### src/rtl/alu_arbiter.sv
// Round-robin arbiter/sequencer sharing one combinational ALU between NREQ requesters.
// Optional op counter with stats_clr/op_count ports when ALU_ARB_STATS_EN is defined.
module alu_arbiter #(
    parameter int NREQ  = 4,
    parameter int WIDTH = 8,
    parameter int SEL_W = 4,
    parameter int ID_W  = $clog2(NREQ)
) (
    input  logic                   clk,
    input  logic                   rst,
    input  logic [NREQ-1:0]        req_valid,
    output logic [NREQ-1:0]        req_ready,
    input  logic [NREQ*WIDTH-1:0]  req_a,
    input  logic [NREQ*WIDTH-1:0]  req_b,
    input  logic [NREQ*SEL_W-1:0]  req_sel,
    input  logic [NREQ-1:0]        req_mode,
    input  logic [NREQ-1:0]        req_cin,
    output logic [WIDTH-1:0]       alu_in_a,
    output logic [WIDTH-1:0]       alu_in_b,
    output logic [SEL_W-1:0]       alu_select,
    output logic                   alu_mode,
    output logic                   alu_carry_in,
    input  logic [WIDTH-1:0]       alu_out,
    input  logic                   alu_carry_out,
    input  logic                   alu_compare,
    output logic                   rsp_valid,
    input  logic                   rsp_ready,
    output logic [ID_W-1:0]        rsp_id,
    output logic [WIDTH-1:0]       rsp_out,
    output logic                   rsp_cout,
    output logic                   rsp_cmp
`ifdef ALU_ARB_STATS_EN
    ,
    input  logic                   stats_clr,
    output logic [15:0]            op_count
`endif
);

    typedef enum logic [1:0] {S_IDLE, S_EXEC, S_RESP} state_t;

    state_t            r_state, w_state_nxt;
    logic [ID_W-1:0]   r_last, r_id_q;
    logic [WIDTH-1:0]  r_alu_a, r_alu_b;
    logic [SEL_W-1:0]  r_alu_sel;
    logic              r_alu_mode, r_alu_cin;
    logic              r_rsp_valid;
    logic [ID_W-1:0]   r_rsp_id;
    logic [WIDTH-1:0]  r_rsp_out;
    logic              r_rsp_cout, r_rsp_cmp;

    logic [ID_W-1:0]   w_idx [NREQ];
    logic [WIDTH-1:0]  w_a   [NREQ];
    logic [WIDTH-1:0]  w_b   [NREQ];
    logic [SEL_W-1:0]  w_sel [NREQ];
    logic              w_found, w_ok, w_accept;
    logic [ID_W-1:0]   w_gnt;

    // w_idx[k] is the k-th candidate in search order, starting just after the last winner
    for (genvar k = 0; k < NREQ; k++) begin : g_req
        assign w_idx[k] = ID_W'((int'(r_last) + k + 1) % NREQ);
        assign w_a[k]   = req_a[k*WIDTH +: WIDTH];
        assign w_b[k]   = req_b[k*WIDTH +: WIDTH];
        assign w_sel[k] = req_sel[k*SEL_W +: SEL_W];
    end

    always_comb begin
        w_found = 1'b0;
        w_gnt   = '0;
        for (int k = 0; k < NREQ; k++) begin
            if (!w_found && req_valid[w_idx[k]]) begin
                w_found = 1'b1;
                w_gnt   = w_idx[k];
            end
        end
    end

    assign w_ok      = (r_state == S_IDLE) || (r_state == S_RESP && rsp_ready);
    assign w_accept  = w_ok && w_found;
    assign req_ready = w_accept ? ({{(NREQ-1){1'b0}}, 1'b1} << w_gnt) : '0;

    always_comb begin
        w_state_nxt = r_state;
        case (r_state)
            S_IDLE: if (w_accept) w_state_nxt = S_EXEC;
            S_EXEC: w_state_nxt = S_RESP;
            S_RESP: if (rsp_ready) w_state_nxt = w_accept ? S_EXEC : S_IDLE;
            default: w_state_nxt = S_IDLE;
        endcase
    end

    always_ff @(posedge clk or posedge rst) begin
        if (rst) begin
            r_state    <= S_IDLE;
            r_last     <= ID_W'(NREQ - 1);
            r_id_q     <= '0;
            r_alu_a    <= '0;
            r_alu_b    <= '0;
            r_alu_sel  <= '0;
            r_alu_mode <= 1'b0;
            r_alu_cin  <= 1'b0;
        end else begin
            r_state <= w_state_nxt;
            if (w_accept) begin
                r_last     <= w_gnt;
                r_id_q     <= w_gnt;
                r_alu_a    <= w_a[w_gnt];
                r_alu_b    <= w_b[w_gnt];
                r_alu_sel  <= w_sel[w_gnt];
                r_alu_mode <= req_mode[w_gnt];
                r_alu_cin  <= req_cin[w_gnt];
            end
        end
    end

    // Result is captured at the end of the single EXEC cycle; a handshake in RESP drops valid
    always_ff @(posedge clk or posedge rst) begin
        if (rst) begin
            r_rsp_valid <= 1'b0;
            r_rsp_id    <= '0;
            r_rsp_out   <= '0;
            r_rsp_cout  <= 1'b0;
            r_rsp_cmp   <= 1'b0;
        end else if (r_state == S_EXEC) begin
            r_rsp_valid <= 1'b1;
            r_rsp_id    <= r_id_q;
            r_rsp_out   <= alu_out;
            r_rsp_cout  <= alu_carry_out;
            r_rsp_cmp   <= alu_compare;
        end else if (r_state == S_RESP && rsp_ready) begin
            r_rsp_valid <= 1'b0;
        end
    end

`ifdef ALU_ARB_STATS_EN
    logic [15:0] r_op_count;

    always_ff @(posedge clk or posedge rst) begin
        if (rst)
            r_op_count <= '0;
        else if (stats_clr)
            r_op_count <= '0;
        else if (r_rsp_valid && rsp_ready && r_op_count != 16'hFFFF)
            r_op_count <= r_op_count + 16'd1;
    end

    assign op_count = r_op_count;
`endif

    assign alu_in_a     = r_alu_a;
    assign alu_in_b     = r_alu_b;
    assign alu_select   = r_alu_sel;
    assign alu_mode     = r_alu_mode;
    assign alu_carry_in = r_alu_cin;
    assign rsp_valid    = r_rsp_valid;
    assign rsp_id       = r_rsp_id;
    assign rsp_out      = r_rsp_out;
    assign rsp_cout     = r_rsp_cout;
    assign rsp_cmp      = r_rsp_cmp;

endmodule

### config.mk
export PLATFORM = sky130hd
export DESIGN_NAME = alu_arbiter
export DESIGN_NICKNAME = d
export VERILOG_FILES = /design/src/rtl/alu_arbiter.sv
export SDC_FILE = /design/constraint.sdc
export NUM_CORES = 1
export LEC_CHECK = 0
export CORE_UTILIZATION = 33
export CTS_CLUSTER_SIZE = 14
export DETAILED_ROUTE_END_ITERATION = 7
export PLACE_DENSITY = 0.74
export SYNTH_ARGS = -nofsm -noshare
export SYNTH_HDL_FRONTEND = slang
export SYNTH_SLANG_ARGS = --single-unit
### constraint.sdc
create_clock -name clk -period 1.75 [get_ports clk]
set_input_delay 0.35 -clock clk [delete_from_list [all_inputs] [get_ports clk]]
set_output_delay 0.35 -clock clk [all_outputs]
set_load 0.005 [all_outputs]
## Word level (Yosys, flattened, before mapping)

Index checks and enable logic that the tools add are counted.

- Output and inout bits: 39
- Register bits after elaboration: 41
- Input bits: 105
- Word-level logic and storage cells: 79

- $add $sub $neg: 6
- Bitwise logic cells: 1
- $lt $le $gt $ge: 6
- Shift-type cells: 1
- Equal/unequal tests: 4
- Reductions and logical operators: 12
- Mux-type cells: 36

Operators with widths:

| operator | number |
|---|---|
| binary-select mux 8 bit (select 2 bit) | 2 |
| 2-to-1 mux 8 bit | 4 |
| < comparator 2 x 3 -> 1 bit (second input constant) | 5 |
| 2-to-1 mux 1 bit | 13 |
| binary-select mux 1 bit (select 2 bit) | 6 |
| 2-to-1 mux 2 bit | 6 |
| 2-to-1 mux 4 bit | 3 |
| adder 2 x 1 -> 2 bit (second input constant) | 4 |
| binary-select mux 4 bit (select 2 bit) | 1 |
| one-hot mux 2 bit (3 select lines) | 1 |
| logical AND 1 bit | 5 |
| adder 2 bit (second input constant) | 2 |
| inequality test 2 bit (second input constant) | 2 |
| << shifter 1 x 2 -> 4 bit (first input constant) | 1 |
| greater-or-equal comparator 3 bit (second input constant) | 1 |
| zero test 1 bit | 3 |
| inverter 2 -> 3 bit | 1 |
| == test 2 x 1 -> 1 bit (second input constant) | 1 |
| == test 2 bit (second input constant) | 1 |
| zero test 2 bit | 1 |
| AND reduction 2 bit | 1 |
| nonzero test 2 bit | 1 |
| logical OR 1 bit | 1 |

## Logic depth before layout (Yosys ltp)

Gate-level depths: netlist (run 1).

- Word-level depth: 17
- Mapped depth: 7
- Gate-level depth less buffers: 5

## Least setup slack after synthesis (run 1)

No wires, ideal clock.

- Path kind: register -> output
- Start point: register r_last[0]
- End point: output req_ready[2]
- Required time: 1.400 ns
- Path buffers: 1
- Slack: -0.156 ns
- Cell stages (with the launch flop): 7
- Data arrival time: 1.556 ns
- Cells stage by stage: dfstp_2 nand2b_2 nand2b_1 nor3b_2 buf_2 nand2_1 nor2_1

- Longest elaborated chain between the ends: 15
- Elaborated cells between the ends (all ways): 31
- Those cells by class: add/sub: 6; shift: 1; mux: 17; reduce/logical: 7

Ends and longest elaborated chain:

| element | line | text |
|---|---|---|
| start: declaration | 42 | `logic [ID_W-1:0] r_last, r_id_q;` |
| start signal: assignment | 94 | `r_last <= ID_W'(NREQ - 1);` |
| start signal: assignment | 104 | `r_last <= w_gnt;` |
| branches (longest 14 deep; another with adder 2 x 1 -> 2 bit) | n/a |  |
| 2-to-1 mux 4 bit * | 79 | `assign req_ready = w_accept ? ({{(NREQ-1){1'b0}}, 1'b1} << w_gnt) : '0;` |
| end: declaration | 12 | `output logic [NREQ-1:0] req_ready,` |

Every way passes the cells marked *. The select of a mux whose other input is x is not followed.

## Final worst setup path (run 1)

- Start point: register r_last[0]
- End point: output req_ready[3]

Same word-level chain as after synthesis.

==> results of run 1 <==
-- layer usage --
layer / GRT usage, % / part of all wire (%) / up-vias
met5: 0 / 0 / -
met2: 39.3 / 53 / 89
met3: 3.54 / 5.8 / 7
met1: 27.1 / 41 / 1198
met4: 4.16 / 0.89 / 0
li1: - / - / 1210
-- repair_timing --
action	4_1_cts	5_1_grt
pin swaps	21	11
resized for setup	36	14
buffers inserted	7	1
setup endpoints to repair	26	27
-- synthesized netlist by cell type (2+ instances only) --
cell	instances	area (µm²)
nor2_1	29	109
and3_1	11	68.8
dfrtp_1	39	976
mux2_2	12	135
a21o_1	2	15.0
o21ai_0	5	25.0
dfstp_2	2	52.6
and2b_1	2	15.0
nand3_1	36	180
a221o_2	5	56.3
clkbuf_8	2	27.5
clkbuf_1	2	7.51
a221oi_1	17	149
buf_4	2	15.0
a31oi_1	18	113
buf_2	10	50.1
o32a_1	5	50.1
nand2b_1	2	12.5
a21oi_1	3	15.0
inv_1	5	18.8
nand2_1	4	15.0
and2_1	2	12.5
-- kinds of logic after synthesis --
family | after synthesis | share of synthesized area, %
and+or+nand+nor | 91 | 20.3
AOI/OAI and AO/OA | 62 | 21.7
buffers and inverters | 25 | 6.33
muxes | 12 | 6.00
DFF | 41 | 45.6
-- per-stage QoR --
stage | power [mW] | utilization, %
4_1_cts | 6.30 | 64.4
5_1_grt | 6.82 | 65.5
6_report | 6.35 | 65.5
3_3_place_gp | 5.36 | 61.6
3_5_place_dp | 5.44 | 61.6
2_1_floorplan | 3.74 | -
-- cells in the final DEF (no fill, tap or decap), types with 2 or more instances in the layout --
master,instances
clkdlybuf4s50_1,134
dfrtp_1,39
nand3_1,35
buf_4,28
nor2_1,23
a31oi_1,18
a221oi_2,14
mux2_2,12
and3_4,10
nor2_2,7
a221o_2,5
o32a_1,5
clkbuf_8,5
buf_6,5
o21ai_0,4
dlygate4sd2_1,4
buf_2,4
inv_1,3
nand2_1,3
a21oi_1,3
a221oi_1,3
and2b_2,2
nand2b_4,2
inv_2,2
a21o_1,2
and2_1,2
buf_12,2
dfstp_2,2
-- power groups by stage --
stage	clock network [mW]	logic, mW	registers (mW)
after detailed placement	0	3.69	1.75
after floorplan	0	1.96	1.78
after global routing	0.718	4.30	1.80
after CTS	0.670	3.90	1.73
final	0.650	3.97	1.73
after global placement	0	3.64	1.72
-- worst max-delay path by stage --
stage | startpoint | end | slack (ns)
2_1_floorplan | r_last[0] | alu_in_a[1] | -0.10
3_3_place_gp | rsp_ready | req_ready[3] | -0.77
5_1_grt | r_last[0] | req_ready[3] | -0.34
3_5_place_dp | rsp_ready | req_ready[3] | -0.80
6_report | r_last[0] | req_ready[3] | -0.28
4_1_cts | r_last[0] | req_ready[1] | -0.31
-- sequential cells by signal, summed over array words and instances (netlist names), 2 cells and up --
signal	count
alu_in_a	8
alu_in_b	8
alu_select	4
r_id_q	2
r_last	2
r_state	2
rsp_id	2
rsp_out	8
-- layout make-up --
cell class                 count  area [µm²]  area share [%]
timing repair buffer         178        1720            40.5
tap                           77        96.3            2.28
sequential                    41        1030            24.3
clock buffer                   5        68.8            1.63
inverter                       6        25.0           0.591
clock inverter                 3        25.0           0.591
multi-input combinational    165        1270            30.1
==> results.sh, run 1 <==
export IMPL_max_freq_mhz=494
export IMPL_rsz0062_at_grt="true"
export IMPL_arrival_ns=1.68
export IMPL_h_tree_depth=2
export IMPL_hold_end="rsp_valid"
export IMPL_holdCritStartpoint="rsp_ready"
export IMPL_p_per_area_nw_per_um2=1500
export IMPL_status="finished, violations left"
export IMPL_endpoint_kind="primary output"
export IMPL_fin_crit_ns=2.03
export IMPL_grt_pass1_wl_um=12300
export IMPL_fin_area_um2=4230
export IMPL_die_x_um=84.6
export IMPL_cts_buffers=5
export IMPL_timing_rr_end="alu_select[1]"
export IMPL_synthCells=231
export IMPL_hold_violations=0
export IMPL_synth_area_um2=2250
export IMPL_critPathKind="reg2out"
export IMPL_drive_gt1_share_pct=27.9
export IMPL_area_growth_synth_to_final_pct=87.8
export IMPL_die_area_um2=7160
export IMPL_placed_cell_area_um2=3980
export IMPL_slew_viol_final=0
export IMPL_clk_latency_ns=0.30
export IMPL_p_leak_nw=1.74
export IMPL_clk_pin_slew_ns=0.09
export IMPL_violations="design-rule violations, negative setup slack"
export IMPL_combPwrFrac_pct=62.6
export IMPL_setup_viol=26
export IMPL_r2r_worst_path_cells=6
export IMPL_ios=144
export IMPL_num_rows=29
export IMPL_finalCritPeriodShare_pct=116
export IMPL_p_seq_share_pct=27.2
export IMPL_crit_slowest_cell="dfstp_2"
export IMPL_viasPerCell=5.27
export IMPL_stdcell_count=475
export IMPL_cts_tree="yes"
export IMPL_drc_errors=8
export IMPL_r2r_start="r_last[0]"
export IMPL_hold_buffers=0
export IMPL_ys_seq_area_share_pct=45.6
export IMPL_max_stage_delay_ns=0.56
export IMPL_path_delay_family="flip-flops"
export IMPL_drtAntennaViolNets=0
export IMPL_start_util_pct=34.9
export IMPL_synth_edf_count=0
export IMPL_path_buf_inv=1
export IMPL_final_setup_tns_ns=-3.26
export IMPL_synth_nets=336
export IMPL_routabilityCongestion=0.778
export IMPL_whs_path_depth=2
export IMPL_hpwlAfterDp_um=5770
export IMPL_critical_path_depth=5
export IMPL_grt_use_total_pct=21.6
export IMPL_netSwitchingFraction_pct=36.5
export IMPL_async_reset_ff_share_pct=100
export IMPL_antenna_found_initial=0
export IMPL_vias=2504
export IMPL_worstMarginPinSlew_ns=0.357
export IMPL_coreArea_um2=6460
export IMPL_pwr_share_clk_pct=10.2
export IMPL_ys_warn_count=0
export IMPL_cp_max_fo=4
export IMPL_grt_pass1_vias=2474
export IMPL_worstHoldPathType="in2reg"
export IMPL_layout_setup_ws_ns=-0.275
export IMPL_routed_wl_um=7670
export IMPL_fin_nets=502
export IMPL_clockBufferDepth=2
export IMPL_fill_cells=564
export IMPL_grt_max_degree=35
export IMPL_whs_ns=0.282
export IMPL_worstPathRequired_ns=1.40
export IMPL_start_kind="register"
export IMPL_crit_path_cell_trace="and2b_2 > o21ai_2 > and3_1 > nor2_2 > buf_2"
export IMPL_finalClockSkew_ns=0.00951
export IMPL_grt_ovfl_total=0
export IMPL_cts_root_buf="clkbuf_8"
export IMPL_drt_initial_drc_count=88
export IMPL_yosysUniqueCellTypes=38
export IMPL_fp_dieH_um=84.6
export IMPL_p_sw_mw=2.32
export IMPL_antenna_cells=0
export IMPL_avgSynthCellArea_um2=9.76
export IMPL_wl_per_cell_um=16.1
export IMPL_relSlewSlack_pct=76.2
export IMPL_dpl_cell_count=459
export IMPL_p_int_mw=4.03
export IMPL_ys_flop_type="dfrtp_1"
export IMPL_max_cap_violations=0
export IMPL_synth_ff_latch_count=41
export IMPL_max_vdd_ir_drop_v=0.000697
export IMPL_ff2ff_setup_slack_ns=-0.18
export IMPL_cts_sinks=41
export IMPL_post_place_ws_ns=-0.803
export IMPL_io_buffers=143
export IMPL_drtPass1Iterations=7
Power figures use the tool's default switching activity.
==> run 2, diff against run 1 <==
--- a/config.mk
+++ b/config.mk
@@ -6,6 +6,7 @@
 export NUM_CORES = 1
 export LEC_CHECK = 0
 export CORE_UTILIZATION = 33
+export CTS_BUF_LIST = sky130_fd_sc_hd__clkbuf_8 sky130_fd_sc_hd__clkbuf_16
 export CTS_CLUSTER_SIZE = 14
 export DETAILED_ROUTE_END_ITERATION = 7
 export PLACE_DENSITY = 0.74
==> results of run 2 <==
Same layout as run 1: the final DEF is identical, and so are final timing and power.
